--- src/rtl/udp_ctrl_demux.sv ---
// UDP header/payload demultiplexer: frames addressed to CTRL_UDP_PORT on this station go to the controller, others are drained.
// Optional frame counters are built only when UDP_DEMUX_CNT_EN is defined.
module udp_ctrl_demux #(
  parameter logic [15:0] CTRL_UDP_PORT = 16'h6789,
  parameter bit          ACCEPT_BCAST  = 1'b1
) (
  input  logic        clk,
  input  logic        rst,
  input  logic [31:0] local_ip,
  input  logic        s_udp_hdr_valid,
  output logic        s_udp_hdr_ready,
  input  logic [12:0] s_ip_fragment_offset,
  input  logic [31:0] s_ip_source_ip,
  input  logic [31:0] s_ip_dest_ip,
  input  logic [15:0] s_udp_source_port,
  input  logic [15:0] s_udp_dest_port,
  input  logic [15:0] s_udp_length,
  input  logic        s_udp_err,
  input  logic [7:0]  s_udp_payload_axis_tdata,
  input  logic        s_udp_payload_axis_tvalid,
  output logic        s_udp_payload_axis_tready,
  input  logic        s_udp_payload_axis_tlast,
  output logic        ctrl_in_udp_hdr_valid,
  input  logic        ctrl_in_udp_hdr_ready,
  output logic [12:0] ctrl_in_ip_fragment_offset,
  output logic [31:0] ctrl_in_ip_source_ip,
  output logic [31:0] ctrl_in_ip_dest_ip,
  output logic [15:0] ctrl_in_udp_source_port,
  output logic [15:0] ctrl_in_udp_dest_port,
  output logic [15:0] ctrl_in_udp_length,
  output logic        ctrl_in_udp_err,
  output logic [7:0]  ctrl_in_udp_payload_axis_tdata,
  output logic        ctrl_in_udp_payload_axis_tvalid,
  input  logic        ctrl_in_udp_payload_axis_tready,
  output logic        ctrl_in_udp_payload_axis_tlast,
  output logic [15:0] fwd_cnt,
  output logic [15:0] drop_cnt
);

  typedef enum logic [1:0] {IDLE, FWD_HDR, FWD_PAY, DROP_PAY} state_t;

  state_t state, state_nxt;
  logic   match;
  logic   hdr_fire;
  logic   ctrl_hdr_fire;

  assign match = (s_udp_dest_port == CTRL_UDP_PORT) &&
                 ((s_ip_dest_ip == local_ip) || (ACCEPT_BCAST && (s_ip_dest_ip == 32'hFFFF_FFFF)));
  assign hdr_fire      = s_udp_hdr_valid && s_udp_hdr_ready;
  assign ctrl_hdr_fire = ctrl_in_udp_hdr_valid && ctrl_in_udp_hdr_ready;

  // NOTE: sequential state uses non-blocking assignments so every flop samples pre-edge values.
  always_ff @(posedge clk or posedge rst) begin
    if (rst) state <= IDLE;
    else     state <= state_nxt;
  end

  // NOTE: every output of this block is defaulted first, so no path can infer a latch.
  always_comb begin
    state_nxt                       = state;
    s_udp_hdr_ready                 = 1'b0;
    ctrl_in_udp_hdr_valid           = 1'b0;
    s_udp_payload_axis_tready       = 1'b0;
    ctrl_in_udp_payload_axis_tvalid = 1'b0;
    ctrl_in_udp_payload_axis_tdata  = s_udp_payload_axis_tdata;
    ctrl_in_udp_payload_axis_tlast  = s_udp_payload_axis_tlast;
    unique case (state)
      IDLE: begin
        // Held low while reset is asserted so no header is taken during reset.
        s_udp_hdr_ready = !rst;
        if (hdr_fire) begin
          if (match)                    state_nxt = FWD_HDR;
          else if (s_udp_length > 16'd8) state_nxt = DROP_PAY;
        end
      end
      FWD_HDR: begin
        ctrl_in_udp_hdr_valid = 1'b1;
        if (ctrl_in_udp_hdr_ready)
          state_nxt = (ctrl_in_udp_length > 16'd8) ? FWD_PAY : IDLE;
      end
      FWD_PAY: begin
        ctrl_in_udp_payload_axis_tvalid = s_udp_payload_axis_tvalid;
        s_udp_payload_axis_tready       = ctrl_in_udp_payload_axis_tready;
        if (s_udp_payload_axis_tvalid && ctrl_in_udp_payload_axis_tready && s_udp_payload_axis_tlast)
          state_nxt = IDLE;
      end
      DROP_PAY: begin
        s_udp_payload_axis_tready = 1'b1;
        if (s_udp_payload_axis_tvalid && s_udp_payload_axis_tlast)
          state_nxt = IDLE;
      end
      default: state_nxt = IDLE;
    endcase
  end

  // Header copy is taken on every accepted header; it is only presented when the frame matched.
  always_ff @(posedge clk or posedge rst) begin
    if (rst) begin
      ctrl_in_ip_fragment_offset <= '0;
      ctrl_in_ip_source_ip       <= '0;
      ctrl_in_ip_dest_ip         <= '0;
      ctrl_in_udp_source_port    <= '0;
      ctrl_in_udp_dest_port      <= '0;
      ctrl_in_udp_length         <= '0;
      ctrl_in_udp_err            <= 1'b0;
    end else if (hdr_fire) begin
      ctrl_in_ip_fragment_offset <= s_ip_fragment_offset;
      ctrl_in_ip_source_ip       <= s_ip_source_ip;
      ctrl_in_ip_dest_ip         <= s_ip_dest_ip;
      ctrl_in_udp_source_port    <= s_udp_source_port;
      ctrl_in_udp_dest_port      <= s_udp_dest_port;
      ctrl_in_udp_length         <= s_udp_length;
      ctrl_in_udp_err            <= s_udp_err;
    end
  end

`ifdef UDP_DEMUX_CNT_EN
  always_ff @(posedge clk or posedge rst) begin
    if (rst) begin
      fwd_cnt  <= '0;
      drop_cnt <= '0;
    end else begin
      if (ctrl_hdr_fire && (fwd_cnt != 16'hFFFF))        fwd_cnt  <= fwd_cnt + 16'd1;
      if (hdr_fire && !match && (drop_cnt != 16'hFFFF))  drop_cnt <= drop_cnt + 16'd1;
    end
  end
`else
  logic unused_cnt;
  assign unused_cnt = ctrl_hdr_fire;
  assign fwd_cnt    = '0;
  assign drop_cnt   = '0;
`endif

endmodule

--- config.mk ---
export PLATFORM = sky130hd
export DESIGN_NAME = udp_ctrl_demux
export DESIGN_NICKNAME = d
export VERILOG_FILES = /design/src/rtl/udp_ctrl_demux.sv
export SDC_FILE = /design/constraint.sdc
export NUM_CORES = 1
export LEC_CHECK = 0
export BUFFER_PORTS_ARGS = -buffer_cell sky130_fd_sc_hd__clkbuf_2
export CORE_AREA = 2 2 133 135
export DETAILED_ROUTE_END_ITERATION = 8
export DIE_AREA = 0 0 135 137
export HOLD_SLACK_MARGIN = 0.12
export PLACE_DENSITY = 0.73
export SLEW_MARGIN = 20
export SYNTH_ARGS = -nofsm -noshare
export SYNTH_HDL_FRONTEND = slang
export SYNTH_SLANG_ARGS = --single-unit
--- constraint.sdc ---
create_clock -name clk -period 4.75 [get_ports clk]
set_input_delay 0.7125 -clock clk [delete_from_list [all_inputs] [get_ports clk]]
set_output_delay 0.7125 -clock clk [all_outputs]
set_load 0.1 [all_outputs]
# Yosys cells after proc, flatten, opt, wreduce, memory -nomap -nowiden
# Index checks and enable logic that the tools add are counted.
[word_totals] inputBits=173 word_cells=42 ff_bits=128
[op_classes] n_mux=12 order_cmp=2 n_reduce_logical=9 eq_ne=11
[ops] cell="32-bit equality test" n=1
[ops] cell="32-bit equality test (second input constant)" n=1
[ops] cell="16-bit by 4-bit > comparator with 1-bit output (second input constant)" n=2
[ops] cell="16-bit by 15-bit equality test with 1-bit output (second input constant)" n=1
[ops] cell="2-bit 2-to-1 mux" n=7
[ops] cell="2-bit != test (second input constant)" n=4
[ops] cell="2-bit one-hot mux with 4 select lines" n=1
[ops] cell="1-bit logical AND" n=5
[ops] cell="5-bit AND reduction" n=1
[ops] cell="2-bit equality test (second input constant)" n=2
[ops] cell="1-bit 2-to-1 mux" n=3
[ops] cell="3-bit != test (second input constant)" n=1
[ops] cell="2-bit by 1-bit equality test with 1-bit output (second input constant)" n=1
[ops] cell="2-bit zero test" n=1
[ops] cell="1-bit one-hot mux with 2 select lines" n=1
[ops] cell="1-bit zero test" n=1
[ops] cell="1-bit logical OR" n=1

# Depth between registers and ports, before layout
# Gate-level depths: netlist (run 1).
[depth] word_depth=6 depth_mapped=8 mapped_depth_nobuf=6

# Worst setup path after synthesis (run 1)
# OpenSTA, ideal clock, no wires.
[synth_timing] path_kind="input port to flip-flop" start="input rst" end="register ctrl_in_udp_length[1]" n_path_buf=3 setup_slack_ns=0.299 required_ns=4.682 arrival_ns=4.382 stages=7 path_cell_list="inv_1 > and3_1 > buf_2 > buf_6 > buf_2 > nand2_1 > nand2_1"
[synth_between] elab_chain_len=3
[synth_lines] element="start: declaration" line_no="8" text="input logic rst,"
[synth_lines] element="1-bit zero test (no source line)"
[synth_lines] element="1-bit 2-to-1 mux" line_no="67" text="unique case (state)"
[synth_lines] element="1-bit logical AND" line_no="49" text="assign hdr_fire = s_udp_hdr_valid && s_udp_hdr_ready;"
[synth_lines] element="end signal: assignment" line_no="112" text="ctrl_in_udp_length <= s_udp_length;"
[synth_lines] element="end: declaration" line_no="30" text="output logic [15:0] ctrl_in_udp_length,"
# Every way passes these cells.
# A chain may end at the register's enable or synchronous reset.

# Worst setup path after layout (run 1)
[layout_timing] start="register state[1]" end="output s_udp_hdr_ready"
[layout_between] elab_chain_len=2
[layout_lines] element="start: declaration" line_no="42" text="state_t state, state_nxt;"
[layout_lines] element="start signal: assignment" line_no="55" text="else state <= state_nxt;"
[layout_lines] element="2-bit zero test" line_no="67"
[layout_lines] element="1-bit 2-to-1 mux" line_no="67"
[layout_lines] element="end: declaration" line_no="11" text="output logic s_udp_hdr_ready,"
# Every way passes these cells.

==> results of run 1 <==
logic make-up (layout without fill, tap and decap cells):
kind of cell | Yosys count | after routing | share of synthesized area (%)
simple gates | 428 | 428 | 29.64
flops | 128 | 128 | 55.39
buf+inv | 72 | 336 | 8.200
xor+xnor | 32 | 32 | 4.846
compound gates | 14 | 14 | 1.861
other cells | 1 | 32 | 0.06484
stage by stage:
step                      worst slack, ns  std cells  instance area, µm²  util [%]  hold slack [ns]
after CTS                           2.108       1195                7856     46.06           0.4703
after global placement              2.248       1163                7243     42.47           0.4582
after global routing                2.049       1195                7856     46.06           0.4816
after detailed placement            2.221       1163                7243     42.47           0.4623
after floorplan                    0.2994        706                5899         -           0.6670
final                               2.149       1195                7856     46.06           0.4718
cell usage after synthesis (all sizes together), types with 2 or more instances:
cell | n | area share [%]
and3 | 3 | 0.32
buf | 68 | 7.9
a22oi | 2 | 0.35
nand4 | 17 | 1.8
o31ai | 2 | 0.26
a21oi | 3 | 0.26
nand2 | 383 | 25
nand3 | 3 | 0.26
nor2 | 7 | 0.50
xnor2 | 32 | 4.8
nor2b | 2 | 0.26
inv | 4 | 0.26
o21ai | 2 | 0.24
nor4 | 10 | 1.1
dfrtp | 128 | 55
worst register-to-register path, delay by kind of cell, from the launching register on:
family	cells	cell delay, ns
buffers and inverters	2	0.81
DFF	1	0.47
and+or+nand+nor	5	1.11
metal layers:
metal / vias to the layer above / wire length (µm) / GRT usage [%]
met5: - / 0 / 0
met4: 0 / 334 / 7.060
met3: 25 / 1065 / 3.889
met2: 223 / 8365 / 29.78
met1: 2485 / 7264 / 23.51
li1: 2602 / - / -
sequential cells by signal (all words and copies together) (netlist names):
register and count:
ctrl_in_ip_dest_ip 32, ctrl_in_ip_source_ip 32, ctrl_in_udp_dest_port 16, ctrl_in_udp_length 16, ctrl_in_udp_source_port 16, ctrl_in_ip_fragment_offset 13, state 2, ctrl_in_udp_err 1
cells in the final DEF (no fill, tap or decap), types with 4 or more instances in the layout:
| master | n |
|---|---|
| nand2_1 | 382 |
| clkbuf_2 | 295 |
| dfrtp_1 | 128 |
| xnor2_1 | 32 |
| conb_1 | 32 |
| nand4_1 | 17 |
| clkbuf_16 | 17 |
| nor4_1 | 10 |
| nor2_1 | 6 |
| buf_4 | 5 |
| clkinv_2 | 4 |
layout make-up:
type                    instances  area share, %
flip-flops and latches        128          40.77
multi-input cells             506          28.35
repair buffers                300          19.27
clock buffers                  19          5.765
well taps                     225          3.583
clock inverters                13          2.039
inverters                       4         0.2230
worst paths after layout:
kind | depth (start not counted) | slack, ns | from | endpoint
setup / recovery | 4 | 2.15 | state[1] | s_udp_hdr_ready
hold / removal | 2 | 0.47 | ctrl_in_ip_source_ip[19] | ctrl_in_ip_source_ip[19]
setup reg to reg | 7 | 2.29 | state[1] | ctrl_in_ip_source_ip[28]
hold reg to reg | 2 | 0.47 | ctrl_in_ip_source_ip[19] | ctrl_in_ip_source_ip[19]
max in group asynchronous | 4 | 2.81 | rst | state[1]
min in group asynchronous | 3 | 0.55 | rst | ctrl_in_udp_source_port[11]
==> summary.md, run 1 <==
| Metric | Value |
|---|---|
| Startpoint class of the critical path | flip-flop |
| Core Area | 17060 µm² |
| Fillers | 1691 |
| Share of cells above drive strength 1 | 34.95% |
| Syn. warnings | 0 |
| Final wirelength | 17030 µm |
| Die Span Y | 137 µm |
| DPL Wire Length | 12770 µm |
| FMAX | 384.5 MHz |
| Clock sink count | 128 |
| # hold bufs at CTS | 0 |
| ANT cells | 0 |
| Critical path data required time | 4.04 ns |
| #FFs+latches synth | 128 |
| Drt pass-1 iters | 4 |
| Yosys cell types | 32 |
| H-tree depth | 4 |
| Routability congestion estimate from global placement | 0.8834 |
| Final min period | 2.601 ns |
| Mapped cell area | 5783 µm² |
| Post-synth EDFFs | 0 |
| Initial core utilization | 33.91% |
| CTS resizes | 0 |
| Clk Latency, worst-skew pair | 0.41 ns |
| CP delay by family, top | buffers and inverters |
| Area growth syn-to-layout | 35.85% |
| Nets | 1130 |
| Critical path class | reg2out |
| CTS buffer count | 17 |
| Reg clk slew, reported paths | 0.06 ns |
| Starting DRC count in detailed routing | 249 |
| Remaining global-route overflow | 0 |
| CP bufs+invs | 2 |
| Setup TNS | 0 ns |
| Drt wl/cell | 14.25 µm |
| Critical Path AT | 1.89 ns |
| Fin. Hold Viols | 0 |
| Gr usage total | 18.14% |
| Post-Syn Instances | 675 |
| Fraction of registers with async set/reset | 100.0% |
| Routed vias/inst | 4.464 |
| Seq/Total Area, Yosys | 55.39% |
| Storage element area | 3203 µm² |
| Root Buffer | clkbuf_16 |
| Dominant synthesized flop cell | dfrtp_1 |
| Slowest cell delay on critical path | 0.49 ns |
| Skew final | 0.007039 ns |
| Slew Limit Fails | 0 |
| Number of global-route vias before repair | 5040 |
| Normalized max-slew margin | 39.41% |
| Setup violators final | 0 |
| Antenna Nets Post-Route | 0 |
| RSZ-0062 raised after global routing | false |
| Outcome | completed |
| CP Max Fanout | 7 |
| Fin crit share | 54.76% |
| Max-Cap Viols | 0 |
| Area occupied by multi-input gates | 2227 µm² |
| First-pass GRT wire length | 25850 µm |
| Worst slew pin tran | 0.9088 ns |
| Worst min-delay path category | reg2reg |
| Die area | 18500 µm² |
| Largest net degree at the start of global routing | 85 |
| IO Port Bufs | 295 |
| Crit path cell chain | inv_1 -> nand2_1 -> nor2_2 -> clkbuf_2 |
| Postcts setup bufs | 0 |
| Critical path's slowest cell | clkbuf_2 |
| CTS tree | done |
| Num rows | 48 |
| Routed vias | 5335 |
| IO Count | 344 |
| CP Capture Type | output port |
| Number of remaining DRC errors | 0 |
| Max clock buf depth | 2 |
| Synth Area per Inst | 8.567 µm² |
| Chip Width | 135 µm |
| Initial antenna violation count | 0 |
Power of run 1 is left out: the tool's default activity adds up to more than one toggle a clock period on the data nets, which glitch-free logic cannot reach.
==> run 2: changes to the inputs <==
CORE_AREA = 2 2 135 137   (was 2 2 133 135)
DIE_AREA = 0 0 137 139   (was 0 0 135 137)
PLACE_DENSITY = 0.74   (was 0.73)
clock period = 2.2 ns   (was 4.75 ns; I/O delays follow)
==> summary.md, run 2 (synthesized netlist as in run 1, its figures left out) <==
| Metric | Value |
|---|---|
| Remaining global-route overflow | 0 (unchanged) |
| Worst min-delay path category | in2async |
| Largest registers | ctrl_in_ip_dest_ip x32, ctrl_in_ip_source_ip x32 |
| Crit Reg-Reg Startpoint | state[1] |
| Routability congestion estimate from global placement | 0.8772 (-0.70%) |
| Reg2reg end | ctrl_in_ip_source_ip[8] |
| Core Area | 17660 µm² (+3.5%) |
| Max-Cap Viols | 0 (unchanged) |
| Startpoint class of the critical path | flip-flop |
| Critical path data required time | 1.87 ns (-2.17 ns) |
| Fin crit share | 90.30% |
| Antenna Nets Post-Route | 0 (unchanged) |
| Critical path class | reg2out |
| Outcome | completed |
| Area growth syn-to-layout | 47.88% |
| Met2 wire length | 8915 µm (+6.6%) |
| Clock sink count | 128 (unchanged) |
| Fin worst setup slack | 0.2134 ns (-1.936 ns) |
| Routed vias/inst | 4.465 (about the same) |
| IO Port Bufs | 295 (unchanged) |
| Final wirelength | 18020 µm (+5.8%) |
| Starting DRC count in detailed routing | 244 (-2.0%) |
| CTS buffer count | 17 (unchanged) |
| Share of cells above drive strength 1 | 32.66% (-2.3 points) |
| Reg clk slew, reported paths | 0.06 ns (about the same) |
| Placed cell area | 7315 µm² (+0.98%) |
| Fin area | 8552 µm² (+8.9%) |
| Launch point of the worst path | state[1] |
| Number of remaining DRC errors | 0 (unchanged) |
| Nets | 1192 (+5.5%) |
| Number of global-route vias before repair | 5604 (+11%) |
| Die area | 19040 µm² (+3.0%) |
| Initial core utilization | 32.75% (-1.2 points) |
| Commonest non-fill, non-tap cell in the layout | nand2_1 |
| Normalized max-slew margin | 50.42% (+11 points) |
| Chip Width | 137 µm (+1.5%) |
| Critical Path AT | 1.66 ns (-0.23 ns) |
| Num rows | 49 (+2.1%) |
| Worst slew pin tran | 0.7437 ns (-0.1652 ns) |
| Root Buffer | clkbuf_16 |
| Most frequent cells in the layout | nand2_1, clkbuf_2, dfrtp_1, dlygate4sd3_1 |
| Fin. Hold Viols | 0 (unchanged) |
| ANT cells | 0 (unchanged) |
| H-tree depth | 4 (unchanged) |
| Initial antenna violation count | 0 (unchanged) |
| CTS tree | done |
| CTS resizes | 0 (unchanged) |
| R2r setup slk | 0.47 ns (-1.82 ns) |
| Max clock buf depth | 2 (unchanged) |
| Largest net degree at the start of global routing | 129 (+52%) |
| First-pass GRT wire length | 28100 µm (+8.7%) |
| Top routing layer in use | met4 |
| FMAX | 503.4 MHz |
| Setup violators final | 0 (unchanged) |
| Routed vias | 5630 (+5.5%) |
| CP Capture Type | output port |
| Fillers | 1651 (-2.4%) |
| CP Max Fanout | 7 (unchanged) |
| Pre-CTS WS | 0.2888 ns (-1.933 ns) |
| Clk Latency, worst-skew pair | 0.41 ns (about the same) |
| Gr usage total | 18.92% (+0.78 points) |
| Util after Layout | 48.43% (+2.4 points) |
| Final min period | 1.987 ns |
| Die Span Y | 139 µm (+1.5%) |
| Drt wl/cell | 14.29 µm (+0.30%) |
| Reg2reg path depth | 5 (-2) |
| DPL Wire Length | 12440 µm (-2.6%) |
| DR WL met3 | 1227 µm (+15%) |
| IO Count | 344 (unchanged) |
| Slew Limit Fails | 0 (unchanged) |
| RSZ-0062 raised after global routing | false |
| Drt pass-1 iters | 5 (+1) |
| Skew final | 0.007280 ns (+0.0002404 ns) |
| Routed length on met1 | 7324 µm (+0.83%) |
run 2: changes by cell type in the layout (fill, tap and decap cells not counted), sizes merged:
cell / change
clkinv: -3
inv: -2
dlygate4sd3: +62
clkinvlp: +1
buf: +1
clkbuf: +3
run 2: critical path: stages (launching register included):
cell and delay [ns]:
dfrtp_1 0.46, inv_1 0.13, nand2_1 0.14, nor2_2 0.19, buf_4 0.33
run 2: area by class of cell:
class                           instances  area [µm²]  share of cell area, %
Inverter                                4       18.77                 0.2195
Clock inverter                          9       128.9                  1.507
Clock buffer                           23       488.0                  5.706
Tap cell                              229       286.5                  3.350
Timing Repair Buffer                  362        2200                  25.72
Sequential cell                       128        3203                  37.45
Multi-Input combinational cell        506        2227                  26.04
run 2: timing repair:
item | CTS | global route
buffers inserted | 0 | 0
hold buffers | 62 | 0
endpoints found under the hold margin | 62 | 0
run 2: worst max-delay path by stage:
stage	slack, ns	endpoint	depth (start not counted)
CTS	0.13	s_udp_hdr_ready	4
floorplan	-1.10	state[0]	5
finish	0.21	s_udp_hdr_ready	4
detailed placement	0.29	state[1]	7
global route	0.06	s_udp_hdr_ready	4
global placement	0.26	state[1]	7
run 2: through the flow:
step | setup TNS (ns) | hold slack, ns | instances
after floorplan | -121.56 | 0.4354 | 706
after global placement | 0 | 0.4574 | 1167
after detailed placement | 0 | 0.4611 | 1167
after CTS | 0 | 0.1201 | 1261
after global routing | 0 | 0.1211 | 1261
final | 0 | 0.1165 | 1261
run 2: routing by layer:
metal	GRT usage, %	up-vias
li1	-	2721
met1	22.53	2628
met2	31.66	237
met3	5.263	44
met4	8.247	0
met5	0	-
Power of run 2 is left out for the same reason.
==> run 3: changes to the inputs <==
RECOVER_POWER = 100   (was not set)
==> summary.md, run 3 (synthesized netlist as in run 1, its figures left out) <==
| Metric | Value |
|---|---|
| FMAX | 493.7 MHz (-1.9%) |
| Num rows | 49 (unchanged) |
| Slowest cell delay on critical path | 0.53 ns (+0.07 ns) |
| Failing checks | capacitance limit, slew limit |
| Fin crit share | 92.08% (+1.8 points) |
| Drt wl/cell | 14.24 µm (-0.36%) |
| Routed length on met1 | 7330 µm (about the same) |
| Antenna Nets Post-Route | 0 (unchanged) |
| IO Count | 344 (unchanged) |
| WHS | 0.1398 ns (+0.02324 ns) |
| Die Span Y | 139 µm (unchanged) |
| Worst Hold End | ctrl_in_udp_dest_port[15] |
| Startpoint class of the critical path | flip-flop |
| Final wirelength | 17960 µm (-0.36%) |
| CTS buffer count | 17 (unchanged) |
| Starting DRC count in detailed routing | 230 (-5.7%) |
| Normalized max-slew margin | -18.56% (-69 points) |
| R2r setup slk | 0.22 ns (-0.25 ns) |
| Crit path cell chain | nor2b_1 -> clkbuf_2 |
| Outcome | complete, but fails checks |
| Met2 wire length | 8831 µm (-0.94%) |
| H-tree depth | 4 (unchanged) |
| Setup violators final | 0 (unchanged) |
| CP Max Fanout | 7 (unchanged) |
| Critical path data required time | 1.87 ns (about the same) |
| Chip Width | 137 µm (unchanged) |
| Drt pass-1 iters | 5 (unchanged) |
| Number of remaining DRC errors | 0 (unchanged) |
| Core Area | 17660 µm² (unchanged) |
| Worst min-delay path category | in2reg |
| Largest registers | ctrl_in_ip_dest_ip x32, ctrl_in_ip_source_ip x32 |
| CP delay by family, top | buffers and inverters |
| Worst slew pin tran | 1.778 ns (+1.035 ns) |
| Critical path class | reg2out |
| Reg2reg end | ctrl_in_ip_source_ip[8] |
| Gr usage total | 18.92% (unchanged) |
| DPL Wire Length | 12440 µm (unchanged) |
| Die area | 19040 µm² (unchanged) |
| Routed vias | 5617 (-0.23%) |
| Skew final | 0.007302 ns (+0.00002206 ns) |
| Min-Delay Path Depth | 3 |
| Root Buffer | clkbuf_16 |
| Initial core utilization | 32.75% (unchanged) |
| Initial antenna violation count | 0 (unchanged) |
| Max clock buf depth | 2 (unchanged) |
| Max-Cap Viols | 1 (+1) |
| Share of cells above drive strength 1 | 27.71% (-4.9 points) |
| Slew Limit Fails | 129 (+129) |
| RSZ-0062 raised after global routing | false |
| Routability congestion estimate from global placement | 0.8772 (unchanged) |
| CP bufs+invs | 1 (-1) |
| Nets | 1192 (unchanged) |
| Fin. Hold Viols | 0 (unchanged) |
| Most frequent cells in the layout | nand2_1, clkbuf_2, dfrtp_1, dlygate4sd3_1, clkbuf_1 |
| Top routing layer in use | met4 |
| Crit Reg-Reg Startpoint | state[1] |
| Final min period | 2.026 ns (+0.03908 ns) |
| Critical path's slowest cell | clkbuf_2 |
| Clock sink count | 128 (unchanged) |
| Critical Path AT | 1.70 ns (+0.04 ns) |
| Number of global-route vias before repair | 5604 (unchanged) |
| CTS tree | done |
| Commonest non-fill, non-tap cell in the layout | nand2_1 |
| Routed vias/inst | 4.454 (-0.23%) |
| IO Port Bufs | 295 (unchanged) |
| Worst hold start | s_udp_dest_port[15] |
| ANT cells | 0 (unchanged) |
| DR WL met3 | 1222 µm (-0.41%) |
| Reg2reg path depth | 7 (+2) |
| Clk Latency, worst-skew pair | 0.41 ns (about the same) |
| Remaining global-route overflow | 0 (unchanged) |
| Setup TNS | 0 ns (unchanged) |
| First-pass GRT wire length | 28100 µm (unchanged) |
| Reg clk slew, reported paths | 0.06 ns (about the same) |
| Area growth syn-to-layout | 46.39% |
| Largest net degree at the start of global routing | 129 (unchanged) |
| CP Capture Type | output port |
run 3: changes by cell type in the layout (fill, tap and decap cells not counted):
cell	change
nor2b_1	+1
clkbuf_2	-50
buf_12	-2
clkinvlp_2	+1
nor2b_2	-1
buf_1	+6
clkinvlp_4	-1
clkbuf_1	+44
clkbuf_8	+1
clkbuf_4	+1
run 3: routing by layer:
layer  vias to the layer above  track usage (%)
met5                         -                0
met2                       229            31.66
met1                      2620            22.53
met3                        46            5.263
met4                         0            8.247
li1                       2722                -
run 3: per-stage QoR:
step	util, %	setup slack [ns]	instances	area [µm²]
global placement	41.43	0.2603	1167	7315
finish	47.95	0.1743	1261	8466
global route	47.95	0.06393	1261	8466
floorplan	-	-1.100	706	5914
detailed placement	41.43	0.2888	1167	7315
CTS	48.43	0.1348	1261	8552
run 3: final cells by class:
type                            instances  area, µm²
Fill cell                            1682       9191
Sequential cell                       128       3203
Multi-Input combinational cell        506       2225
Timing Repair Buffer                  362       2118
Clock buffer                           23      488.0
Tap cell                              229      286.5
Clock inverter                          9      128.9
Inverter                                4      16.27
run 3: worst max-delay path by stage:
stage,from,slack [ns],depth (start not counted),endpoint
floorplan,rst,-1.10,5,state[0]
global placement,s_ip_dest_ip[1],0.26,7,state[1]
CTS,state[1],0.13,4,s_udp_hdr_ready
finish,state[1],0.17,2,ctrl_in_udp_hdr_valid
global route,rst,0.06,3,ctrl_in_ip_source_ip[1]
detailed placement,s_ip_dest_ip[1],0.29,7,state[1]
run 3: repair_timing:
action | CTS | global route
gates resized for setup | 0 | 0
hold endpoints to repair | 62 | 0
hold buffers | 62 | 0
setup buffers | 0 | 0
run 3: tightest hold or removal path: cells and delay by family:
kind	cells	cell delay, ns
simple gates	2	0.09
buf+inv	1	0.09
Power of run 3 is left out for the same reason.
